$ cat config.mk
export PLATFORM = sky130hd
export DESIGN_NAME = mem_arbiter
export DESIGN_NICKNAME = d
export VERILOG_FILES = /design/src/rtl/mycpu_pkg.sv /design/src/rtl/rr_arbiter.sv /design/src/rtl/mem_arbiter.sv
export SDC_FILE = /design/constraint.sdc
export NUM_CORES = 1
export LEC_CHECK = 0
export ABC_AREA = 1
export BUFFER_PORTS_ARGS = -buffer_cell sky130_fd_sc_hd__clkbuf_2
export CORE_AREA = 2 2 121 123
export DETAILED_ROUTE_END_ITERATION = 8
export DIE_AREA = 0 0 123 125
export SYNTH_ARGS = -nofsm -noshare
export SYNTH_HDL_FRONTEND = slang
export SYNTH_SLANG_ARGS = --single-unit
$ cat constraint.sdc
create_clock -name clk -period 1.4 [get_ports clk]
set_clock_uncertainty 0.15 [all_clocks]
set_input_delay 0.28 -clock clk [delete_from_list [all_inputs] [get_ports clk]]
set_output_delay 0.28 -clock clk [all_outputs]
set_load 0.03 [all_outputs]
$ cat src/rtl/mycpu_pkg.sv
// Shared CPU constants: default bus widths and the channel index map used by
// the unified-memory arbiter.
package mycpu_pkg;

  localparam int unsigned ADDR_W_DEF = 32;
  localparam int unsigned DATA_W_DEF = 32;

  localparam int unsigned CH_IF  = 0;
  localparam int unsigned CH_MEM = 1;

endpackage : mycpu_pkg

$ cat src/rtl/rr_arbiter.sv
// Combinational round-robin pick: first requester at or after ptr, wrapping.
module rr_arbiter #(
  parameter int unsigned NUM_CH = 2
) (
  input  logic [NUM_CH-1:0]         req,
  input  logic [$clog2(NUM_CH)-1:0] ptr,
  output logic [NUM_CH-1:0]         gnt,
  output logic [$clog2(NUM_CH)-1:0] idx
);

  localparam int unsigned IDX_W = $clog2(NUM_CH);

  int unsigned      cand;
  logic [IDX_W-1:0] cand_idx;
  logic             found;

  always_comb begin
    gnt      = '0;
    idx      = '0;
    found    = 1'b0;
    cand     = 0;
    cand_idx = '0;
    for (int unsigned i = 0; i < NUM_CH; i++) begin
      cand     = (32'(ptr) + i) % NUM_CH;
      cand_idx = IDX_W'(cand);
      if (!found && req[cand_idx]) begin
        found         = 1'b1;
        gnt[cand_idx] = 1'b1;
        idx           = cand_idx;
      end
    end
  end

endmodule : rr_arbiter

$ cat src/rtl/mem_arbiter.sv
// Round-robin merge of NUM_CH SRAM request ports onto one single-port SRAM.
// Optional feature macro: MEM_ARB_RDATA_HOLD_EN (per-channel read-data hold).
module mem_arbiter
  import mycpu_pkg::*;
#(
  parameter int unsigned NUM_CH = 2,
  parameter int unsigned ADDR_W = ADDR_W_DEF,
  parameter int unsigned DATA_W = DATA_W_DEF
) (
  input  logic                           clk,
  input  logic                           rst,
  input  logic [NUM_CH-1:0]              ch_req,
  input  logic [NUM_CH*(DATA_W/8)-1:0]   ch_we,
  input  logic [NUM_CH*ADDR_W-1:0]       ch_addr,
  input  logic [NUM_CH*DATA_W-1:0]       ch_wdata,
  output logic [NUM_CH-1:0]              ch_gnt,
  output logic [NUM_CH-1:0]              ch_rvalid,
  output logic [NUM_CH*DATA_W-1:0]       ch_rdata,
  output logic                           mem_en,
  output logic [(DATA_W/8)-1:0]          mem_we,
  output logic [ADDR_W-1:0]              mem_addr,
  output logic [DATA_W-1:0]              mem_wdata,
  input  logic [DATA_W-1:0]              mem_rdata
);

  localparam int unsigned BE_W  = DATA_W / 8;
  localparam int unsigned IDX_W = $clog2(NUM_CH);

  logic [IDX_W-1:0]  ptr_q, ptr_d;
  logic              rd_pend_q, rd_pend_d;
  logic [IDX_W-1:0]  rd_ch_q, rd_ch_d;
  logic [NUM_CH-1:0] gnt_raw;
  logic [IDX_W-1:0]  idx;
  logic              accept;
  logic              is_rd;

  rr_arbiter #(.NUM_CH(NUM_CH)) u_rr (
    .req (ch_req),
    .ptr (ptr_q),
    .gnt (gnt_raw),
    .idx (idx)
  );

  // Reset forces the grant off so no SRAM access escapes while rst is high.
  assign ch_gnt = rst ? '0 : gnt_raw;
  assign accept = |ch_gnt;

  always_comb begin
    mem_en    = 1'b0;
    mem_we    = '0;
    mem_addr  = '0;
    mem_wdata = '0;
    if (accept) begin
      mem_en    = 1'b1;
      mem_we    = ch_we[idx*BE_W +: BE_W];
      mem_addr  = ch_addr[idx*ADDR_W +: ADDR_W];
      mem_wdata = ch_wdata[idx*DATA_W +: DATA_W];
    end
  end

  assign is_rd = accept && (mem_we == '0);

  always_comb begin
    ptr_d     = ptr_q;
    rd_pend_d = is_rd;
    rd_ch_d   = rd_ch_q;
    if (accept) begin
      ptr_d = (idx == IDX_W'(NUM_CH - 1)) ? '0 : idx + IDX_W'(1);
    end
    if (is_rd) begin
      rd_ch_d = idx;
    end
  end

  always_ff @(posedge clk) begin
    if (rst) begin
      ptr_q     <= '0;
      rd_pend_q <= 1'b0;
      rd_ch_q   <= '0;
    end else begin
      ptr_q     <= ptr_d;
      rd_pend_q <= rd_pend_d;
      rd_ch_q   <= rd_ch_d;
    end
  end

  // A read pending when reset hits is dropped, hence the rst gate.
  always_comb begin
    ch_rvalid = '0;
    if (rd_pend_q && !rst) begin
      ch_rvalid[rd_ch_q] = 1'b1;
    end
  end

`ifdef MEM_ARB_RDATA_HOLD_EN
  logic [NUM_CH-1:0][DATA_W-1:0] hold_q;

  always_ff @(posedge clk) begin
    if (rst) begin
      hold_q <= '0;
    end else begin
      for (int unsigned k = 0; k < NUM_CH; k++) begin
        if (ch_rvalid[k]) begin
          hold_q[k] <= mem_rdata;
        end
      end
    end
  end

  always_comb begin
    ch_rdata = '0;
    for (int unsigned k = 0; k < NUM_CH; k++) begin
      ch_rdata[k*DATA_W +: DATA_W] = ch_rvalid[k] ? mem_rdata : hold_q[k];
    end
  end
`else
  assign ch_rdata = {NUM_CH{mem_rdata}};
`endif

endmodule : mem_arbiter

Word level (Yosys, flattened, before mapping):

Cells that the tools add are included.

* register bits: 3
* word-level logic and storage cells: 47

* add/sub/neg operators: 2
* order comparisons: 6
* shift-type cells: 3
* multiplexer cells: 22
* bitwise operators: 1
* reductions and logical operators: 10

Operator list (number)
* variable part select 64 x 7 -> 32 bit: 2
* two-way mux 32 bit: 2
* two-way mux 1 bit: 12
* two-way mux 2 bit: 4
* variable part select 8 x 4 -> 4 bit: 1
* logical AND 1 bit: 6
* less-than comparator 1 x 2 -> 1 bit (second input constant): 3
* zero test 4 bit: 1
* two-way mux 4 bit: 1
* demux 1 bit (select 1 bit): 3
* >= comparator 1 bit (second input constant): 3
* adder 1 bit (second input constant): 2
* zero test 1 bit: 2
* OR 2 bit: 1
* OR reduction 2 bit: 1

Depth between registers and ports, before layout:

Gate-level depths: netlist of run 1.

* depth in word-level cells: 12
* gate-level depth with buffers: 10

Hierarchy:

From an unflattened synthesis of run 1, not the netlist that was laid out.

* cells, all modules: 459
* area total of the unflattened synthesis: 2150.8 µm²

By module, submodules not included
* mem_arbiter: instances 1, cells an instance 454, area each 2122.0 µm², seq. area each 60.1 µm²
* rr_arbiter: instances 1, cells an instance 5, area each 28.8 µm², seq. area each 0.0 µm²

Least setup slack after synthesis of run 1:

No wires, ideal clock.

* kind: register -> output
* start point: register ptr_q
* end point: output port mem_wdata[23]
* data arrival time: 1.247 ns
* slack: -0.277 ns
* cell stages (with the launch flop): 8
* path buffers: 1
* cells stage by stage: dfxtp_1 nand2_2 nand2_4 nand2_2 nand2_4 buf_2 nand2_1 inv_1

* cells in the longest elaborated chain, start to end: 10
* elaborated cells on any way between the ends: 27
* those cells by class: 1 x add/sub; 4 x order compare; 1 x shift; 15 x mux; 1 x bitwise; 5 x reduce/logical

RTL lines
* start: declaration: line mem_arbiter.sv:29 `logic [IDX_W-1:0] ptr_q, ptr_d;`
* start signal: assignment: line mem_arbiter.sv:81 `ptr_q <= ptr_d;`
* branches (longest 9 deep; another with variable part select 64 x 7 -> 32 bit)
* two-way mux 32 bit (*): line mem_arbiter.sv:53 `if (accept) begin`
* end: declaration: line mem_arbiter.sv:22 `output logic [DATA_W-1:0] mem_wdata,`

Mark *: on every way between the ends. The select of a mux whose other input is x is not followed.

Final worst setup path of run 1:

* start point: register ptr_q
* end point: output port mem_addr[26]

* cells in the longest elaborated chain, start to end: 10
* elaborated cells on any way between the ends: 27
* those cells by class: 1 x add/sub; 4 x order compare; 1 x shift; 15 x mux; 1 x bitwise; 5 x reduce/logical

RTL lines
* branches (longest 9 deep; another with variable part select 64 x 7 -> 32 bit)
* two-way mux 32 bit (*): line mem_arbiter.sv:53
* end: declaration: line mem_arbiter.sv:21 `output logic [ADDR_W-1:0] mem_addr,`

Marks and branches as above.

==> results.tsv, run 1 <==
metric	value	unit
top_reg_cell synth	dfxtp_1	
fin util	26.8	%
number of CTS-inserted buffers	3	
CTS Hold Bufs	0	
1st-iter DRT viols	102	
number of global-route vias before repair	2748	
first-pass GRT wire length	12700	um
status	finished with violations	
routed wl met3	902	um
vias per std cell	3.68	
routability cong.	0.750	
Post-Syn Area	2130	sq um
ys async rst share	0	%
maximum buffer depth of the clock tree	2	
DIE WIDTH	123	um
clock root buffer master	clkbuf_16	
DRT met1 WL	3850	um
final worst path period share	135	%
CP Max Fanout	11	
Hold WC Path Type	primary input to flop	
hold path startpoint	rst	
leading area contributor after synthesis	nand2_1	
Ys Warns	0	
GRT overflow	0	
Synth top area share	47.8	%
Slew headroom	88.8	%
Synth area leaders	nand2_1, buf_4, inv_1, dfxtp_1, buf_6	
starting density of the core	15.0	%
setup violators final	73	
dpl hpwl	6140	um
Die Span Y	125	um
DRC errors left	0	
most frequent cells after synthesis	nand2_1, inv_1, buf_4	
Top Layer Used	met4	
Routed WL	9530	um
Slew Viols, Final	0	
Area Overhead vs Synth	78.5	%
Reg clk slew, reported paths	0.03	ns
mean routed wirelength per cell	12.0	um
top-count cell post-synth	nand2_1	
leakage power	2.57	nW
io pins	309	
crit path time final	1.89	ns
VDD IR max	475	uV
hold path cells	2	
endpoint type of the worst setup path	output port	
Worst EP required	0.97	ns
Critical Path AT	1.46	ns
Cell Pwr Density	602	nW/um^2
max_cap viols	0	
Yosys cell types	15	
clk sinks	3	
worst r2r dst	rd_ch_q	
Tot GR Track Use	10.2	%
Vias	2929	
synthesized flop and latch total	3	
syn avg cell area	4.65	sq um
ANT cells	0	
CP Class	flop to output port	
slew at the pin with the worst max-slew slack	0.166	ns
Reg2Reg Depth	11	
worst-skew pair later-pin latency	0.22	ns
R2R Setup Slk	-0.19	ns
cell row count	44	
Post-synth EDFFs	0	
H-tree levels	1	
post-route setup slack	-0.488	ns
layout cells sized above 1	53.4	%
remaining antenna violation count	0	
Fmax	530	MHz
initial antenna violation count	0	
Final Hold Fails	0	
Hold Path Sink	ptr_q	
IO buf count	212	
r2r startpoint	ptr_q	
router iterations before antenna repair	6	
failing checks	negative setup slack	
register area share after synthesis	2.82	%
core area	14200	sq um
Startpoint Class	flop	
nets	785	
WL met2	4500	um
unrepaired setup endpoints after global routing	true	
Cells after Synth	458	
largest net degree at the start of global routing	35	
CTS tree	done	
Synth Net Count	630	
Die Area	15400	sq um
final setup TNS	-31.73	ns
## metrics by stage
step	setup WS, ns	power [mW]	hold WS (ns)	instance area (sq um)	std cells
2_1_floorplan	-0.119	1.33	0.195	2160	458
3_3_place_gp	-0.412	1.45	0.321	2970	782
3_5_place_dp	-0.427	1.45	0.320	2970	782
4_1_cts	-0.502	2.15	0.0964	3530	790
5_1_grt	-0.584	2.47	0.114	3800	796
6_report	-0.488	2.29	0.0991	3800	796
## registers in the layout (all words and copies together), names as in the netlist
signal	count
ptr_q	1
rd_ch_q	1
rd_pend_q	1
## repair_timing
action | CTS | global route
cloned | 2 | 6
resized for setup | 111 | 70
endpoints found under the setup margin | 75 | 75
pin swaps | 0 | 6
setup buffers | 2 | 1
## power breakdown
| part | switching [mW] | internal (mW) |
|---|---|---|
| Clock | 0.0774 | 0.376 |
| Combinational | 0.964 | 0.772 |
| Sequential | 0.00639 | 0.0928 |
## logic make-up (layout without fill, tap and decap cells)
kind of cell | after synthesis | in the layout | synth area share (%)
buf+inv | 162 | 316 | 43.3
simple gates | 291 | 291 | 53.4
compound gates | 2 | 2 | 0.470
flops | 3 | 3 | 2.82
## per-layer routing
metal | up-vias | GRT usage (%)
met2 | 163 | 18.0
met1 | 1205 | 11.3
met3 | 28 | 3.19
li1 | 1533 | -
met5 | - | 0
met4 | 0 | 4.08
## cells in the final DEF (no fill, tap or decap), drive strengths merged
cell      n
inv      76
nand3     8
nand2   276
o21ai     2
buf      46
clkinv    1
clkbuf  193
dfxtp     3
nor2      7
## final cells by class
cell class / count / area (sq um)
Inverter: 77 / 304
Tap cell: 184 / 230
Clock buffer: 4 / 78.8
Multi-Input combinational cell: 293 / 1220
Fill cell: 1584 / 10400
Timing Repair Buffer: 235 / 1910
Sequential cell: 3 / 62.6
## critical path, stage by stage, from the launching register on
cell,delay (ns)
dfxtp_2,0.34
nand2_4,0.08
nand2_8,0.12
clkinv_8,0.11
clkbuf_16,0.20
nand2_1,0.06
nand2_1,0.04
nand2_1,0.07
inv_2,0.03
clkbuf_4,0.17
## how the worst max path moves through the flow
stage               startpoint           end  slack (ns)
floorplan                ptr_q  mem_addr[24]       -0.12
global placement     ch_req[1]  mem_wdata[6]       -0.41
detailed placement   ch_req[0]  mem_wdata[6]       -0.43
CTS                      ptr_q  mem_wdata[4]       -0.50
global route             ptr_q  mem_addr[21]       -0.58
finish                   ptr_q  mem_addr[26]       -0.49
(Power assumes the default switching activity.)
==> inputs of run 2 (changes only) <==
- TNS_END_PERCENT: unset -> 20
==> run 2 against run 1 <==
Net effect:
- the flow still finishes with violations (negative setup slack)
- sequential share of layout area is 0.13 points lower
- non-clock buffer count is 9 higher
- cell area is 6.4% higher
- largest power group unchanged
- highest routed layer unchanged
==> results.tsv, run 2 (synthesized netlist as in run 1, its figures left out) <==
metric	value	unit	change
hold_ws	0.0878	ns	was 0.0991 ns
slew at the pin with the worst max-slew slack	0.146	ns	was 0.166 ns
dpl hpwl	6220	um	was 6140 um
setup violators final	72		was 73
Hold WC Path Type	primary input to flop		unchanged
worst-skew pair later-pin latency	0.22	ns	about the same
GRT overflow	0		unchanged
ANT cells	0		unchanged
grt met3 use	3.01	%	was 3.19%
commonest non-fill, non-tap cells in the layout	nand2_1, clkbuf_2, inv_2		unchanged
Final Hold Fails	0		unchanged
Global Route met2 Usage	19.9	%	was 18.0%
global route hottest layer	met2		unchanged
Cell Pwr Density	596	nW/um^2	was 602 nW/um^2
DIE WIDTH	123	um	unchanged
Die Area	15400	sq um	unchanged
Fill cells	1542		was 1584
Non-Filler Instances	805		was 796
1st-iter DRT viols	132		was 102
core area	14200	sq um	unchanged
initial antenna violation count	0		unchanged
CP Max Fanout	8		was 11
DRC errors left	0		unchanged
post-route setup slack	-0.522	ns	was -0.488 ns
clk sinks	3		unchanged
remaining antenna violation count	0		unchanged
Fmax	520	MHz	was 530 MHz
endpoint type of the worst setup path	output port		unchanged
nets	794		was 785
largest net degree at the start of global routing	40		was 35
crit path time final	1.92	ns	was 1.89 ns
unrepaired setup endpoints after global routing	true		unchanged
io pins	309		unchanged
H-tree levels	1		unchanged
peak per-stage delay on the critical path	0.34	ns	about the same
CTS tree	done		unchanged
routability cong.	0.761		was 0.750
Vias	3029		was 2929
starting density of the core	15.0	%	unchanged
first-pass GRT wire length	13100	um	was 12700 um
Most Frequent Cell on Critical Path	nand2_1		unchanged
vias per std cell	3.76		was 3.68
number of CTS-inserted buffers	3		unchanged
VDD IR max	510	uV	was 475 uV
layout cells sized above 1	54.3	%	was 53.4%
router iterations before antenna repair	4		was 6
status	finished with violations		unchanged
Reg clk slew, reported paths	0.03	ns	about the same
Startpoint Class	flop		unchanged
Regs by FF count	ptr_q x1, rd_ch_q x1, rd_pend_q x1		unchanged
Die Span Y	125	um	unchanged
slowest CP cell	dfxtp_2		unchanged
failing checks	negative setup slack		unchanged
Tot GR Track Use	10.5	%	was 10.2%
Critical Path AT	1.49	ns	was 1.46 ns
maximum buffer depth of the clock tree	2		unchanged
Slew headroom	90.2	%	was 88.8%
Cell Chain, Critical Path	nand2_4 -> nand2_8 -> clkinv_8 -> buf_12 -> buf_12 -> nand2_1 -> nand2_1 -> nand2_1 -> inv_2 -> buf_8		was nand2_4 -> nand2_8 -> clkinv_8 -> clkbuf_16 -> nand2_1 -> nand2_1 -> nand2_1 -> inv_2 -> clkbuf_4
CP Class	flop to output port		unchanged
placed insts	790		was 782
final worst path period share	137	%	was 135%
Slew Viols, Final	0		unchanged
clock root buffer master	clkbuf_16		unchanged
pre-CTS setup slack	-0.446	ns	was -0.427 ns
IO buf count	212		unchanged
CTS Hold Bufs	0		unchanged
Worst EP required	0.97	ns	about the same
number of global-route vias before repair	2888		was 2748
mean routed wirelength per cell	12.2	um	was 12.0 um
max_cap viols	0		unchanged
met1 Use GR	11.1	%	was 11.3%
Area Overhead vs Synth	90.0	%	was 78.5%
commonest non-fill, non-tap cell in the layout	nand2_1		unchanged
Routed WL	9830	um	was 9530 um
leakage power	2.66	nW	was 2.57 nW
cell row count	44		unchanged
## run 2: through the flow
| stage | utilization [%] | setup TNS, ns | power, mW | instance area [sq um] |
|---|---|---|---|---|
| 6_report | 28.5 | -33.01 | 2.41 | 4050 |
| 4_1_cts | 27.1 | -32.36 | 2.28 | 3850 |
| 2_1_floorplan | - | -7.25 | 1.33 | 2160 |
| 3_5_place_dp | 21.6 | -25.63 | 1.50 | 3070 |
| 5_1_grt | 28.5 | -38.47 | 2.59 | 4050 |
| 3_3_place_gp | 21.6 | -24.95 | 1.49 | 3070 |
## run 2: layer usage
metal,share of wire [%],vias to the layer above
met1,40,1293
met4,1.7,0
li1,-,1553
met5,0,-
met2,49,161
met3,10,22
## run 2: repair_timing
| action | 4_1_cts | 5_1_grt |
|---|---|---|
| gates resized for setup | 150 | 33 |
| setup buffers | 1 | 3 |
| pin swaps | 5 | 5 |
| setup endpoints to repair | 74 | 74 |
| gates cloned | 2 | 6 |
## run 2: area by class of cell
class | instances | area [sq um] | share of cell area, %
inverter | 77 | 302 | 7.45
tap | 184 | 230 | 5.69
sequential | 3 | 61.3 | 1.52
multi-input combinational | 293 | 1200 | 29.8
clock buffer | 4 | 78.8 | 1.95
timing repair buffer | 244 | 2170 | 53.6
## run 2: worst paths after layout
kind	depth (start not counted)	slack [ns]	from	endpoint
setup / recovery	10	-0.52	ptr_q	mem_wdata[29]
hold / removal	2	0.09	rst	ptr_q
setup reg to reg	11	-0.15	ptr_q	rd_ch_q
hold reg to reg	2	0.36	rd_ch_q	rd_ch_q
## run 2: power breakdown
part	switching, mW	internal, mW
Clock	0.0787	0.376
Combinational	0.993	0.867
Sequential	0.00411	0.0924
## run 2: worst max-delay path: cells and delay by family, from the launching register on
family	cells	cell delay (ns)
buffers and inverters	5	0.54
DFF	1	0.34
and+or+nand+nor	5	0.38
==> inputs of run 3 (changes only) <==
- ABC_AREA: 1 -> unset
==> run 3 against run 2 <==
Net effect:
- the run still ends with negative setup slack left
- cell count down 18%
- clock power about the same
- worst hold slack better by 0.098 ns
- power down 1.1%
- global-route usage down 0.056 points
- synthesized area down 23%
- register-to-register slack worse by 0.31 ns
- largest power group unchanged
==> results.tsv, run 3 <==
metric	value	unit	change
status	finished with violations		unchanged
failing checks	negative setup slack		unchanged
GRT overflow	0		unchanged
IO buf count	212		unchanged
Pwr Total	2.39	mW	was 2.41 mW
clock root buffer master	clkbuf_16		unchanged
ys async rst share	0	%	unchanged
Worst EP required	0.97	ns	about the same
Synth Net Count	480		was 630
Die Span Y	125	um	unchanged
worst r2r dst	rd_ch_q		unchanged
combinational power share	77.1	%	about the same
core area	14200	sq um	unchanged
sw frac	43.6	%	was 44.6%
setup violators final	75		was 72
leading area contributor after synthesis	nand2_1		unchanged
Routed WL	9320	um	was 9830 um
Global Route met2 Usage	18.5	%	was 19.9%
hold path cells	3		was 2
CTS tree	done		unchanged
crit path time final	2.00	ns	was 1.92 ns
Vias	2652		was 3029
commonest non-fill, non-tap cell in the layout	clkbuf_2		was nand2_1
CP Max Fanout	5		was 8
Regs by FF count	ptr_q x1, rd_ch_q x1, rd_pend_q x1		unchanged
top-count cell post-synth	nand2_1		unchanged
max_cap viols	0		unchanged
synthesized flop and latch total	3		unchanged
post-route setup slack	-0.600	ns	was -0.522 ns
placed insts	647		was 790
R2R Setup Slk	-0.46	ns	was -0.15 ns
DIE WIDTH	123	um	unchanged
r2r startpoint	ptr_q		unchanged
initial antenna violation count	0		unchanged
Synth area leaders	nand2_1, buf_4, a21oi_1, dfxtp_1, clkbuf_1		was nand2_1, buf_4, inv_1, dfxtp_1, buf_6
Area Overhead vs Synth	184	%	was 90.0%
syn avg cell area	5.29	sq um	was 4.65 sq um
slew at the pin with the worst max-slew slack	0.314	ns	was 0.146 ns
met1 Use GR	12.1	%	was 11.1%
Fmax	500	MHz	was 520 MHz
Tot GR Track Use	10.4	%	was 10.5%
starting density of the core	11.5	%	was 15.0%
router iterations before antenna repair	4		unchanged
layout cells sized above 1	78.7	%	was 54.3%
CP Class	flop to output port		unchanged
dpl hpwl	6480	um	was 6220 um
Post-synth EDFFs	0		unchanged
final worst path period share	143	%	was 137%
Slew Viols, Final	0		unchanged
Cells after Synth	308		was 458
clk sinks	3		unchanged
global route hottest layer	met2		unchanged
number of CTS-inserted buffers	3		unchanged
remaining antenna violation count	0		unchanged
ANT cells	0		unchanged
unrepaired setup endpoints after global routing	true		unchanged
Final Hold Fails	0		unchanged
Clock Power Share	19.0	%	was 18.9%
first-pass GRT wire length	13100	um	about the same
maximum buffer depth of the clock tree	2		unchanged
routability cong.	0.739		was 0.761
Reg2Reg Depth	6		was 11
grt met3 use	3.65	%	was 3.01%
Internal Pwr Total	1.35	mW	was 1.34 mW
endpoint type of the worst setup path	output port		unchanged
Hold Path Sink	ptr_q		unchanged
Storage cell area	61.3	sq um	unchanged
mean routed wirelength per cell	14.1	um	was 12.2 um
Critical Path AT	1.57	ns	was 1.49 ns
most frequent cells after synthesis	nand2_1, a21oi_1, buf_4		was nand2_1, inv_1, buf_4
Synth top area share	29.9	%	was 47.8%
register share of total power	3.9	%	was 4.0%
Cell Pwr Density	514	nW/um^2	was 596 nW/um^2
VDD IR max	760	uV	was 510 uV
cell row count	44		unchanged
nets	652		was 794
Ys Warns	0		unchanged
number of global-route vias before repair	2747		was 2888
1st-iter DRT viols	61		was 132
hold path startpoint	rst		unchanged
io pins	309		unchanged
register area share after synthesis	3.68	%	was 2.82%
commonest non-fill, non-tap cells in the layout	clkbuf_2, nand2_1, a21oi_4		was nand2_1, clkbuf_2, inv_2
Fill cells	1475		was 1542
Die Area	15400	sq um	unchanged
Switch Pwr	1.04	mW	was 1.08 mW
leakage power	2.09	nW	was 2.66 nW
H-tree levels	1		unchanged
top_reg_cell synth	dfxtp_1		unchanged
multi-input logic area	1910	sq um	was 1200 sq um
Non-Filler Instances	663		was 805
vias per std cell	4.00		was 3.76
Hold WC Path Type	primary input to flop		unchanged
Startpoint Class	flop		unchanged
Reg clk slew, reported paths	0.03	ns	about the same
largest net degree at the start of global routing	27		was 40
DRC errors left	0		unchanged
Post-Syn Area	1630	sq um	was 2130 sq um
worst-skew pair later-pin latency	0.22	ns	about the same
Slew headroom	79.0	%	was 90.2%
Yosys cell types	23		was 15
## run 3: changes by cell type after synthesis, sizes merged, moves of 8 or more
cell,before,now
nand2,276,131
inv,77,1
a21oi,0,66
clkbuf,1,13
buf,84,73
nand3,8,0
## run 3: layer usage
metal	share of wire, %	vias up
met5	0	-
met3	10	15
li1	-	1270
met1	41	1214
met2	48	153
met4	1.4	0
## run 3: per-stage QoR
| stage | worst slack [ns] | TNS [ns] | instance area, sq um | hold WS (ns) | utilization [%] |
|---|---|---|---|---|---|
| after floorplan | -0.239 | -15.71 | 2560 | 0.296 | - |
| after global routing | -0.648 | -42.46 | 4640 | 0.199 | 32.7 |
| final | -0.600 | -38.50 | 4640 | 0.186 | 32.7 |
| after global placement | -0.441 | -27.74 | 3500 | 0.404 | 24.6 |
| after CTS | -0.653 | -40.74 | 4260 | 0.224 | 30.0 |
| after detailed placement | -0.486 | -28.86 | 3500 | 0.401 | 24.6 |
## run 3: layout make-up
cell class                      count  share of cell area, %
Timing Repair Buffer              253                   50.7
Multi-Input combinational cell    218                   41.2
Tap cell                          184                   4.96
Clock buffer                        4                   1.70
Sequential cell                     3                   1.32
Inverter                            1                 0.0809
## run 3: cells by family (layout without fill, tap and decap cells)
group                  Yosys count  after routing  share of synthesized area (%)
AOI/OAI and AO/OA               71             71                           22.7
buffers and inverters           87            258                           35.1
and+or+nand+nor                145            145                           36.9
DFF                              3              3                           3.68
muxes                            2              2                           1.61
## run 3: repair_timing
action | in CTS | in global routing
gates cloned | 2 | 5
hold buffers | 0 | 0
gates resized for setup | 145 | 101
endpoints found under the setup margin | 75 | 75
buffers inserted | 1 | 5
pin swaps | 0 | 42
## run 3: critical path, cell delays in order, from the launching register on
cell and delay, ns:
dfxtp_2 0.32, nand2b_4 0.14, and2_4 0.22, buf_12 0.14, buf_16 0.14, nand2_4 0.05
a21oi_4 0.18, buf_8 0.15
## run 3: power by group through the flow
stage	Combinational, mW	Clock (mW)	Sequential (mW)
2_1_floorplan	1.27	0	0.0932
3_3_place_gp	1.39	0	0.0944
3_5_place_dp	1.40	0	0.0941
4_1_cts	1.65	0.456	0.0933
5_1_grt	1.94	0.467	0.0938
6_report	1.84	0.453	0.0935
## run 3: how the worst max path moves through the flow
stage	startpoint	end	slack, ns	depth (start not counted)
global placement	ch_req[0]	mem_wdata[18]	-0.44	7
finish	ptr_q	mem_wdata[31]	-0.60	7
floorplan	ptr_q	mem_addr[23]	-0.24	6
CTS	ptr_q	mem_wdata[31]	-0.65	7
global route	ptr_q	mem_addr[15]	-0.65	7
detailed placement	ch_req[0]	mem_addr[27]	-0.49	7
